[config.mk]
export PLATFORM = sky130hd
export DESIGN_NAME = fetch_unit
export DESIGN_NICKNAME = d
export VERILOG_FILES = /design/src/rtl/fetch_unit.sv
export SDC_FILE = /design/constraint.sdc
export NUM_CORES = 1
export LEC_CHECK = 0
export CORE_UTILIZATION = 45
export CTS_CLUSTER_DIAMETER = 100
export DETAILED_ROUTE_END_ITERATION = 10
export PLACE_DENSITY = 0.7
export SYNTH_ARGS = -nofsm -noshare
export SYNTH_HDL_FRONTEND = slang
export SYNTH_SLANG_ARGS = --single-unit
[constraint.sdc]
create_clock -name clk -period 16.25 [get_ports clk]
set_clock_uncertainty 0.1 [all_clocks]
set_input_delay 1.625 -clock clk [delete_from_list [all_inputs] [get_ports clk]]
set_output_delay 1.625 -clock clk [all_outputs]
set_load 0.005 [all_outputs]
[src/rtl/fetch_unit.sv]
// -----------------------------------------------------------------------------
// fetch_unit
//
// Instruction fetch stage plus the IF/ID pipeline register. It holds the PC,
// runs a request/ready handshake with instruction memory and hands the fetched
// word and its PC+4 to decode. Branch and jump redirects resolved further down
// the pipe flush IF/ID and retarget the PC. A decode hazard stall freezes
// IF/ID, and a word that arrives during a stall is parked in a one-entry
// buffer.
//
// Ports
//   clk, rst        : rising-edge clock, asynchronous active-high reset
//   stall           : decode hazard, hold IF/ID and PC
//   br_taken, jump  : redirect pulses (jump wins when both are high)
//   rd_pc4          : PC+4 of the redirecting instruction
//   br_imm          : signed branch offset in words
//   j_index         : jump target index
//   imem_req/addr   : fetch request and word address
//   imem_ready/rdata: response valid strobe and instruction word
//   ifid_instr      : instruction to decode (32'h0 when not valid)
//   ifid_pc4        : PC+4 of ifid_instr
//   ifid_valid      : IF/ID holds a real instruction
// -----------------------------------------------------------------------------
module fetch_unit #(
   parameter logic [31:0] RESET_PC = 32'h0000_0000
) (
   input  logic        clk,
   input  logic        rst,
   input  logic        stall,
   input  logic        br_taken,
   input  logic        jump,
   input  logic [31:0] rd_pc4,
   input  logic [15:0] br_imm,
   input  logic [25:0] j_index,
   output logic        imem_req,
   output logic [31:0] imem_addr,
   input  logic        imem_ready,
   input  logic [31:0] imem_rdata,
   output logic [31:0] ifid_instr,
   output logic [31:0] ifid_pc4,
   output logic        ifid_valid
);

   // FETCH : request outstanding at pc
   // HOLD  : a fetched word sits in the buffer, no request
   // KILL  : request outstanding at kill_addr, its response is thrown away
   typedef enum logic [1:0] {
      FETCH = 2'd0,
      HOLD  = 2'd1,
      KILL  = 2'd2
   } state_t;

   state_t      state;
   logic [31:0] pc;
   logic [31:0] kill_addr;   // address of the request being discarded
   logic [31:0] buf_instr;
   logic [31:0] buf_pc4;

   logic        redirect;
   logic        handshake;
   logic [31:0] pc_plus4;
   logic [31:0] br_target;
   logic [31:0] j_target;
   logic [31:0] target;

   // NOTE: every signal assigned in always_comb is given a value on every
   // path, otherwise synthesis infers a latch to remember the old value.
   always_comb begin
      br_target = rd_pc4 + {{14{br_imm[15]}}, br_imm, 2'b00};
      j_target  = {rd_pc4[31:28], j_index, 2'b00};
      target    = jump ? j_target : br_target;
      redirect  = br_taken | jump;
      pc_plus4  = pc + 32'd4;
   end

   // The request is gated with rst so that memory never sees a request while
   // reset is held; it reappears in the first cycle after release.
   assign imem_req  = ~rst & (state != HOLD);
   // In KILL the PC already holds the redirect target, but the address of the
   // outstanding request must not move until its response arrives.
   assign imem_addr = (state == KILL) ? kill_addr : pc;
   assign handshake = imem_req & imem_ready;

   // NOTE: sequential state uses non-blocking assignments so that every
   // register samples the pre-edge values, independent of statement order.
   always_ff @(posedge clk or posedge rst) begin
      if (rst) begin
         state      <= FETCH;
         pc         <= RESET_PC;
         kill_addr  <= 32'h0;
         buf_instr  <= 32'h0;
         buf_pc4    <= 32'h0;
         ifid_instr <= 32'h0;
         ifid_pc4   <= 32'h0;
         ifid_valid <= 1'b0;
      end else if (redirect) begin
         // A redirect flushes IF/ID and overrides stall in every state.
         ifid_instr <= 32'h0;
         ifid_valid <= 1'b0;
         pc         <= target;
         unique case (state)
            FETCH: begin
               if (!handshake) begin
                  // Request still in flight: park its address and drop the
                  // response when it comes back.
                  kill_addr <= pc;
                  state     <= KILL;
               end
            end
            HOLD:    state <= FETCH;
            KILL:    if (handshake) state <= FETCH;
            default: state <= FETCH;
         endcase
      end else begin
         unique case (state)
            FETCH: begin
               if (handshake) begin
                  pc <= pc_plus4;
                  if (stall) begin
                     buf_instr <= imem_rdata;
                     buf_pc4   <= pc_plus4;
                     state     <= HOLD;
                  end else begin
                     ifid_instr <= imem_rdata;
                     ifid_pc4   <= pc_plus4;
                     ifid_valid <= 1'b1;
                  end
               end else if (!stall) begin
                  // Nothing arrived and decode consumed IF/ID: insert a bubble.
                  ifid_instr <= 32'h0;
                  ifid_valid <= 1'b0;
               end
            end
            HOLD: begin
               if (!stall) begin
                  ifid_instr <= buf_instr;
                  ifid_pc4   <= buf_pc4;
                  ifid_valid <= 1'b1;
                  state      <= FETCH;
               end
            end
            KILL: begin
               if (handshake) state <= FETCH;
               if (!stall) begin
                  ifid_instr <= 32'h0;
                  ifid_valid <= 1'b0;
               end
            end
            default: state <= FETCH;
         endcase
      end
   end

endmodule

==> flow_metrics.py, run 1 <==
metrics = {
    "placed_design": {
        "gp_congestion": 0.8616,
        "port_buffers": 209,
        "dp_cells": 1767,
        "dp_slack_ns": 10.33,
        "place.detailed.hpwl_microns": 21820,
    },
    "timing": {
        "hold_violations": 0,
        "rsz0062_at_grt": "false",
        "relSlewSlack_pct": 11.34,
        "fmaxAchievable_mhz": 180.7,
        "min_period_ns": 5.534,
        "slew_viol_final": 0,
        "finalSetupViolCount": 0,
        "tns_ns": 0,
        "worst_slack_ns": 10.72,
        "worstMarginPinSlew_ns": 1.327,
        "finalCritPeriodShare_pct": 34.06,
    },
    "setup_path": {
        "startpoint": "rst",
        "crit_type": "in2reg",
        "worstPathRequired_ns": 16.47,
        "cp_max_fo": 60,
        "end_kind": "flip-flop",
        "start_kind": "input pin",
        "r2r-start": "state[1]$_DFFE_PP0P_",
        "arrival_ns": 5.75,
    },
    "layout": {
        "finalNonFillerCells": 1799,
        "syn_to_final_growth_pct": 23.12,
        "num_antenna_cells": 0,
        "postLayoutCoreUtil_pct": 57.21,
        "nets": 1602,
        "drive_gt1_share_pct": 11.71,
    },
    "die": {
        "rows": 58,
        "boundaryPins": 210,
        "core-area_sq_um": 25470,
        "die_w_microns": 164.2,
        "dieArea_sq_um": 26960,
        "initial_core_util_pct": 46.47,
        "fp.dieH_microns": 164.2,
    },
    "yosys": {
        "synth-async-reset-ratio_pct": 100.0,
        "synthesis.nets": 1465,
        "syn_inst": 1319,
        "ys_ff_latch": 195,
        "yosys-top-cells-count": "nand2_1 (208), dfrtp_1 (195), o21ai_0 (159), mux2_2 (102), a21oi_1 (99)",
        "synth-edff-count": 0,
        "yosys_warnings": 0,
        "ys_top_cells_by_area": "dfrtp_1 (41%), mux2_2 (9.7%), o21ai_0 (6.7%)",
        "synth_top_area_share_pct": 41.23,
        "netlist_area_sq_um": 11840,
        "synth_flop_cell": "dfrtp_1",
        "synth_largest_area_cell": "dfrtp_1",
        "synth_most_common_cell": "nand2_1",
        "synth_cell_types": 73,
        "yosysSeqAreaShare_pct": 41.23,
        "synth.avg_cell_area_sq_um": 8.974,
    },
    "clocking": {
        "worstSkewPairLatency_ns": 0.44,
        "post_cts_buffers": 0,
        "cts-root-buf": "clkbuf_16",
        "cts_buffers": 17,
        "cts.sinks": 195,
        "cts_max_level": 4,
        "ctsResizeCount": 0,
        "cts_buffer_depth": 2,
        "path_clk_slew_ns": 0.06,
        "cts_tree": "yes",
        "cts_hold_buf": 0,
    },
    "grt": {
        "antenna_found_initial": 0,
        "grt-ovfl-total": 0,
        "grt_usage_pct": 23.22,
        "grt_max_degree": 123,
        "grt_pass1_wl_microns": 49370,
        "busiest_layer": "met2",
        "met2_usage_pct": 37.11,
        "gr-usage-met1_pct": 32.06,
        "met3_usage_pct": 3.333,
        "grt_pass1_vias": 9677,
    },
    "power_and_ir_drop": {
        "p_comb_share_pct": 39.0,
        "p_sw_share_pct": 33.39,
        "p_total_mw": 1.915,
        "power_switching_mw": 0.6394,
        "p_clk_share_pct": 20.8,
        "ir_worst_vdd_mv": 0.08515,
        "power_frac_seq_pct": 40.2,
        "p_per_area_nw_per_um2": 131.4,
        "power_leakage_nw": 6.063,
        "internal_power_mw": 1.275,
    },
    "worst_hold_path": {
        "hp-class": "reg2reg",
        "hp-start": "ifid_pc4[7]$_DFFE_PP0P_",
    },
    "detailed_routing": {
        "routed_wl_microns": 31170,
        "firstDrtPassIters": 5,
        "vias_per_cell": 5.639,
        "routed-via-count": 10144,
        "drt_iter0_drc": 808,
        "drc_errors": 0,
        "antenna_left": 0,
        "post_drt_wl_per_cell_microns": 17.32,
    },
    "run": {
        "maxCapViolCount": 0,
    },
    "outcome": {
        "outcome": "completed",
    },
}
-- worst max-delay path, stage by stage --
cell and delay [ns]:
clkdlybuf4s50_1 0.56, nor3b_4 0.22, buf_4 0.51, and2_1 0.64
o21ai_0 0.16, nand2b_1 0.55, nand2_1 0.97, a22o_1 0.48
-- cells in the final DEF, fill, tap and decap left out, drive strengths merged, types with 4 or more instances in the layout --
master / instances
a22oi: 12
a21o: 12
nand4: 10
nor3: 18
a21oi: 100
o21ai: 167
nor2: 85
dfrtp: 195
nor4: 4
a31oi: 7
clkbuf: 24
or3: 7
mux2i: 11
buf: 10
inv: 23
o211ai: 5
xnor2: 47
a211oi: 28
clkdlybuf4s50: 209
nand2: 209
o21bai: 5
nand3: 26
xor2: 29
mux2: 105
a22o: 23
clkinv: 4
o22ai: 4
ha: 33
and3: 18
-- logic make-up (layout without fill, tap and decap cells) --
logic type,Yosys count,after routing,share of synthesized area (%)
compound gates,385,385,19.45
xor+xnor,76,76,5.624
fa+ha+maj,34,34,3.658
buf+inv,122,272,4.387
flops,195,195,41.23
mux,116,116,10.92
simple gates,391,391,14.74
-- power by group through the flow --
stage	logic, mW	registers (mW)	clock network (mW)
global placement	0.732	0.766	0
detailed placement	0.749	0.777	0
floorplan	0.436	0.743	0
global route	0.813	0.792	0.422
CTS	0.752	0.769	0.403
finish	0.748	0.769	0.398
-- worst paths after layout --
check	endpoint	slack (ns)	depth (start not counted)
setup / recovery	ifid_instr[11]$_DFFE_PP0P_	10.72	8
hold / removal	ifid_pc4[7]$_DFFE_PP0P_	0.38	2
hold reg to reg	ifid_pc4[7]$_DFFE_PP0P_	0.38	2
max in group asynchronous	buf_instr[15]$_DFFE_PP0P_	12.75	3
setup reg to reg	ifid_instr[11]$_DFFE_PP0P_	11.86	9
min in group asynchronous	ifid_instr[21]$_DFFE_PP0P_	1.72	2
-- state kept, by name, indices dropped and copies added, names as in the netlist --
signal      flops
buf_instr      32
buf_pc4        32
ifid_instr     32
ifid_pc4       32
kill_addr      32
pc             32
state           2
ifid_valid      1
-- layer usage --
metal / wire, microns / vias to the layer above / part of all wire, %
li1: - / 4926 / -
met1: 14400 / 4856 / 46
met2: 14580 / 314 / 47
met3: 1591 / 48 / 5.1
met4: 592 / 0 / 1.9
met5: 0 / - / 0
-- area by class of cell --
class | count | area [sq um]
timing repair buffer | 219 | 2167
tap | 330 | 412.9
fill | 2238 | 10900
inverter | 21 | 86.33
multi-input combinational | 1002 | 6477
sequential | 195 | 4880
clock inverter | 8 | 67.56
clock buffer | 24 | 481.7
-- per-stage QoR --
stage | cell area, sq um | hold WS, ns
6_report | 14570 | 0.3788
2_1_floorplan | 11840 | 0.3497
5_1_grt | 14570 | 0.3982
3_5_place_dp | 14020 | 0.3705
3_3_place_gp | 14020 | 0.3611
4_1_cts | 14570 | 0.3864
(Power assumes the default switching activity.)
==> run 2, diff against run 1 <==
==> constraint.sdc (replaced) <==
create_clock -name clk -period 5.6 [get_ports clk]
set_clock_uncertainty 0.1 [all_clocks]
set_input_delay 0.56 -clock clk [delete_from_list [all_inputs] [get_ports clk]]
set_output_delay 0.56 -clock clk [all_outputs]
set_load 0.005 [all_outputs]
==> run 2 against run 1 <==
Effect of this change:
- critical endpoint is now ifid_instr[5]$_DFFE_PP0P_
- combinational power rose to 2.9 times the previous value
- utilization rose by 0.30 points
- largest power group unchanged
- critical path type is now reg2reg
- cell count rose by 0.28%
- die area did not move
- clock power rose to 3.1 times the previous value
- register-to-register slack got worse by 9.9 ns
==> flow_metrics.py, run 2 (synthesis gave the netlist of run 1 again) <==
metrics = {
    "detailed_routing": {
        "firstDrtPassIters": 7,
        "drt_iter0_drc": 1012,
        "post_drt_wl_per_cell_microns": 17.46,
        "antenna_left": 0,
        "vias_per_cell": 5.627,
        "drc_errors": 0,
        "routed-via-count": 10151,
        "routed_wl_microns": 31490,
    },
    "layout": {
        "final_cell_mix": "clkdlybuf4s50_1 (209), nand2_1 (208), dfrtp_1 (195)",
        "syn_to_final_growth_pct": 23.77,
        "num_antenna_cells": 0,
        "final_common_cell": "clkdlybuf4s50_1",
        "drive_gt1_share_pct": 12.14,
        "nets": 1607,
    },
    "setup_path": {
        "worstPathRequired_ns": 5.83,
        "cpMostUsedCell": "buf_4",
        "cp_max_fo": 83,
        "regToRegSetupSlack_ns": 1.98,
        "rr_endpoint": "ifid_instr[5]$_DFFE_PP0P_",
        "start_kind": "flip-flop",
        "crit_chain": "inv_1 -> ha_2 -> buf_4 -> nor3_1 -> nand2b_1 -> nand2_1 -> buf_4 -> o21ai_0 -> a22o_1",
        "slowest_stage": "buf_4",
        "arrival_ns": 3.85,
        "end_kind": "flip-flop",
        "r2r_cells": 9,
        "r2r-start": "state[1]$_DFFE_PP0P_",
        "cpPeakStageDelay_ns": 0.70,
        "crit_type": "reg2reg",
    },
    "power_and_ir_drop": {
        "p_per_area_nw_per_um2": 385.4,
        "ir_worst_vdd_mv": 0.2430,
        "power_leakage_nw": 6.105,
    },
    "timing": {
        "finalSetupViolCount": 0,
        "min_period_ns": 3.620,
        "tns_ns": 0,
        "hold_violations": 0,
        "rsz0062_at_grt": "false",
        "finalCritPeriodShare_pct": 64.64,
        "slew_viol_final": 0,
        "relSlewSlack_pct": 23.68,
        "worstMarginPinSlew_ns": 1.145,
        "fmaxAchievable_mhz": 276.3,
        "worst_hold_slack_ns": 0.3821,
    },
    "clocking": {
        "cts.sinks": 195,
        "worstSkewPairLatency_ns": 0.44,
        "ctsResizeCount": 0,
        "cts_tree": "yes",
        "cts_hold_buf": 0,
        "path_clk_slew_ns": 0.07,
        "cts-root-buf": "clkbuf_16",
        "cts_buffer_depth": 2,
        "cts_max_level": 4,
        "post_cts_buffers": 0,
        "cts_buffers": 17,
    },
    "die": {
        "rows": 58,
        "core-area_sq_um": 25470,
        "initial_core_util_pct": 46.47,
        "boundaryPins": 210,
        "fp.dieH_microns": 164.2,
        "die_w_microns": 164.2,
        "dieArea_sq_um": 26960,
    },
    "worst_hold_path": {
        "hp-start": "ifid_pc4[20]$_DFFE_PP0P_",
        "hp-class": "reg2reg",
        "min_to": "ifid_pc4[20]$_DFFE_PP0P_",
        "holdPathStages": 2,
    },
    "grt": {
        "grt_pass1_vias": 9641,
        "grt-ovfl-total": 0,
        "grt_usage_pct": 23.76,
        "antenna_found_initial": 0,
        "grt_max_degree": 84,
        "grt_pass1_wl_microns": 50560,
    },
    "placed_design": {
        "gp_congestion": 0.9197,
        "port_buffers": 209,
        "place.detailed.hpwl_microns": 22270,
    },
    "run": {
        "maxCapViolCount": 0,
    },
    "outcome": {
        "outcome": "completed",
    },
}
[run 2: changes by cell type in the layout (fill, tap and decap cells not counted), moves of 2 or more]
| cell | previous run | this run |
|---|---|---|
| clkbuf_8 | 3 | 1 |
| bufinv_16 | 0 | 2 |
| clkinv_4 | 3 | 1 |
| buf_4 | 10 | 15 |
| clkbuf_1 | 4 | 2 |
[run 2: report_power, final]
part / total (mW) / switching, mW / leakage [nW] / internal, mW
Combinational: 2.17 / 0.979 / 3.35 / 1.19
Clock: 1.24 / 0.559 / 0.286 / 0.682
Sequential: 2.24 / 0.332 / 2.47 / 1.90
Total: 5.65 / 1.87 / 6.10 / 3.78
[run 2: layer usage]
layer	vias up	share of wire (%)	GRT usage [%]	wire length [microns]
met5	-	0	0	0
met4	0	2.1	8.502	675
met3	44	5.6	3.308	1773
met2	369	45	36.17	14190
met1	4802	47	34.29	14850
li1	4936	-	-	-
[run 2: area by class of cell]
cell class / instances / area [sq um]
clock inverters: 12 / 146.4
well taps: 330 / 412.9
flip-flops and latches: 195 / 4880
repair buffers: 224 / 2205
clock buffers: 20 / 446.7
multi-input cells: 1002 / 6477
fillers: 2244 / 10820
inverters: 21 / 82.58
[run 2: worst max path at each step]
stage | start | to | slack, ns | depth (start not counted)
2_1_floorplan | rst | buf_instr[0]$_DFFE_PP0P_ | 2.42 | 1
3_3_place_gp | rst | ifid_instr[7]$_DFFE_PP0P_ | 1.87 | 8
3_5_place_dp | rst | ifid_instr[7]$_DFFE_PP0P_ | 1.81 | 8
4_1_cts | state[1]$_DFFE_PP0P_ | ifid_instr[15]$_DFFE_PP0P_ | 2.01 | 9
5_1_grt | state[1]$_DFFE_PP0P_ | ifid_instr[5]$_DFFE_PP0P_ | 1.66 | 9
6_report | state[1]$_DFFE_PP0P_ | ifid_instr[5]$_DFFE_PP0P_ | 1.98 | 9
[run 2: metrics by stage]
| step | instances | util, % | worst slack (ns) | cell area, sq um | power, mW |
|---|---|---|---|---|---|
| 4_1_cts | 1804 | 57.52 | 2.006 | 14650 | 5.682 |
| 5_1_grt | 1804 | 57.52 | 1.656 | 14650 | 5.988 |
| 3_3_place_gp | 1772 | 55.19 | 1.870 | 14060 | 4.358 |
| 3_5_place_dp | 1772 | 55.19 | 1.810 | 14060 | 4.430 |
| 2_1_floorplan | 1319 | - | 2.422 | 11840 | 3.422 |
| 6_report | 1804 | 57.52 | 1.980 | 14650 | 5.647 |
[run 2: worst max-delay path: cells and delay by family, from the launching register on]
kind	cells	cell delay, ns
adders and majority gates	1	0.23
buffers and inverters	3	1.18
AOI/OAI and AO/OA	2	0.37
and+or+nand+nor	3	1.17
DFF	1	0.41
==> run 3, diff against run 2 <==
==> constraint.sdc (replaced) <==
create_clock -name clk -period 3.7 [get_ports clk]
set_clock_uncertainty 0.1 [all_clocks]
set_input_delay 0.37 -clock clk [delete_from_list [all_inputs] [get_ports clk]]
set_output_delay 0.37 -clock clk [all_outputs]
set_load 0.005 [all_outputs]
==> run 3 against run 2 <==
Effect of this change:
- non-clock buffer count up 7
- register-to-register slack lost 1.5 ns
- die area unchanged
- global-route usage shrank 0.48 points
- critical path type is now reg2out
==> flow_metrics.py, run 3 (synthesis gave the netlist of run 1 again) <==
metrics = {
    "outcome": {
        "outcome": "completed",
    },
    "clocking": {
        "worstSkewPairLatency_ns": 0.43,
        "cts-root-buf": "clkbuf_16",
        "path_clk_slew_ns": 0.08,
        "ctsResizeCount": 0,
        "post_cts_buffers": 0,
        "cts.sinks": 195,
        "cts_buffers": 17,
        "cts_tree": "yes",
        "cts_hold_buf": 0,
        "cts_max_level": 4,
        "cts_buffer_depth": 2,
    },
    "die": {
        "die_w_microns": 164.2,
        "boundaryPins": 210,
        "dieArea_sq_um": 26960,
        "core-area_sq_um": 25470,
        "fp.dieH_microns": 164.2,
        "initial_core_util_pct": 46.47,
        "rows": 58,
    },
    "timing": {
        "finalSetupViolCount": 0,
        "hold_violations": 0,
        "worstMarginPinSlew_ns": 0.9296,
        "worst_hold_slack_ns": 0.3771,
        "relSlewSlack_pct": 38.02,
        "min_period_ns": 3.213,
        "fmaxAchievable_mhz": 311.3,
        "tns_ns": 0,
        "rsz0062_at_grt": "false",
        "slew_viol_final": 0,
        "finalCritPeriodShare_pct": 86.83,
    },
    "setup_path": {
        "cp_max_fo": 25,
        "startpoint": "state[0]$_DFFE_PP0P_",
        "worstPathRequired_ns": 3.23,
        "r2r-start": "state[1]$_DFFE_PP0P_",
        "r2r_cells": 10,
        "regToRegSetupSlack_ns": 0.51,
        "start_kind": "flip-flop",
        "arrival_ns": 2.74,
        "rr_endpoint": "ifid_instr[2]$_DFFE_PP0P_",
        "end_kind": "output pin",
        "crit_type": "reg2out",
        "crit_end": "imem_addr[14]",
    },
    "layout": {
        "syn_to_final_growth_pct": 24.15,
        "regArea_sq_um": 4880,
        "drive_gt1_share_pct": 12.56,
        "multi_input_area_sq_um": 6477,
        "nets": 1614,
        "final_common_cell": "clkdlybuf4s50_1",
        "fin_area_sq_um": 14700,
        "final_cell_mix": "clkdlybuf4s50_1 (209), nand2_1 (208), dfrtp_1 (195)",
        "num_antenna_cells": 0,
        "nFillCells": 2250,
    },
    "run": {
        "maxCapViolCount": 0,
    },
    "grt": {
        "grt_usage_pct": 23.29,
        "grt-ovfl-total": 0,
        "grt_max_degree": 83,
        "grt_pass1_vias": 9572,
        "grt_pass1_wl_microns": 49300,
        "antenna_found_initial": 0,
    },
    "worst_hold_path": {
        "hp-class": "in2reg",
    },
    "power_and_ir_drop": {
        "p_per_area_nw_per_um2": 574.2,
        "power_frac_seq_pct": 39.7,
        "p_comb_share_pct": 39.4,
        "p_clk_share_pct": 20.8,
        "power_leakage_nw": 6.132,
        "p_sw_share_pct": 33.73,
        "power_switching_mw": 2.846,
        "internal_power_mw": 5.591,
        "ir_worst_vdd_mv": 0.3703,
    },
    "detailed_routing": {
        "routed-via-count": 10206,
        "vias_per_cell": 5.636,
        "firstDrtPassIters": 5,
        "drc_errors": 0,
        "antenna_left": 0,
        "post_drt_wl_per_cell_microns": 17.22,
        "routed_wl_microns": 31190,
        "drt_iter0_drc": 659,
    },
    "placed_design": {
        "placedInstanceArea_sq_um": 14150,
        "gp_congestion": 0.8641,
        "port_buffers": 209,
        "place.detailed.hpwl_microns": 22260,
    },
}
-- run 3: changes by cell type in the layout (fill, tap and decap cells not counted), moves of 2 or more --
cell	delta
buf_4	+4
buf_12	+3
inv_6	+3
bufinv_16	-2
-- run 3: worst min path at each step --
stage / from / end / slack [ns] / cells past startpoint
after detailed placement: buf_pc4[9]$_DFFE_PP0P_ / buf_pc4[9]$_DFFE_PP0P_ / 0.37 / 2
final: j_index[9] / pc[11]$_DFFE_PP0P_ / 0.38 / 3
after floorplan: buf_pc4[24]$_DFFE_PP0P_ / buf_pc4[24]$_DFFE_PP0P_ / 0.35 / 2
after global routing: j_index[1] / pc[3]$_DFFE_PP0P_ / 0.39 / 3
after CTS: j_index[9] / pc[11]$_DFFE_PP0P_ / 0.36 / 3
after global placement: ifid_pc4[14]$_DFFE_PP0P_ / ifid_pc4[14]$_DFFE_PP0P_ / 0.36 / 2
-- run 3: final cells by class --
type | count | area share, %
tap | 330 | 2.810
timing repair buffer | 231 | 15.62
clock buffer | 19 | 2.946
multi-input combinational | 1002 | 44.08
sequential | 195 | 33.21
clock inverter | 13 | 0.7833
inverter | 21 | 0.5619
-- run 3: power by group through the flow --
stage	Sequential [mW]	Combinational, mW	Clock, mW
after detailed placement	3.39	3.33	0
after global routing	3.45	3.63	1.87
after floorplan	3.27	1.91	0
after CTS	3.35	3.35	1.78
final	3.35	3.33	1.76
after global placement	3.35	3.26	0
-- run 3: layer usage --
layer  share of wire (%)  track usage (%)  up-vias  wire, microns
li1                    -                -     4958              -
met1                  47            32.84     4876          14560
met2                  46            36.90      343          14390
met3                 5.7            3.157       29           1766
met4                 1.5            7.281        0            470
met5                   0                0        -              0
-- run 3: critical path: stages (launching register included) --
cell and delay, ns:
dfrtp_1 0.41, inv_1 0.10, ha_2 0.59, buf_4 0.36, mux2_2 0.40, clkdlybuf4s50_1 0.45
-- run 3: through the flow --
stage	worst slack (ns)	util, %	instances	power (mW)
global route	0.3184	57.69	1811	8.949
finish	0.4874	57.69	1811	8.438
global placement	0.3201	55.54	1779	6.613
detailed placement	0.2891	55.54	1779	6.720
floorplan	0.7116	-	1319	5.180
CTS	0.4617	57.69	1811	8.488
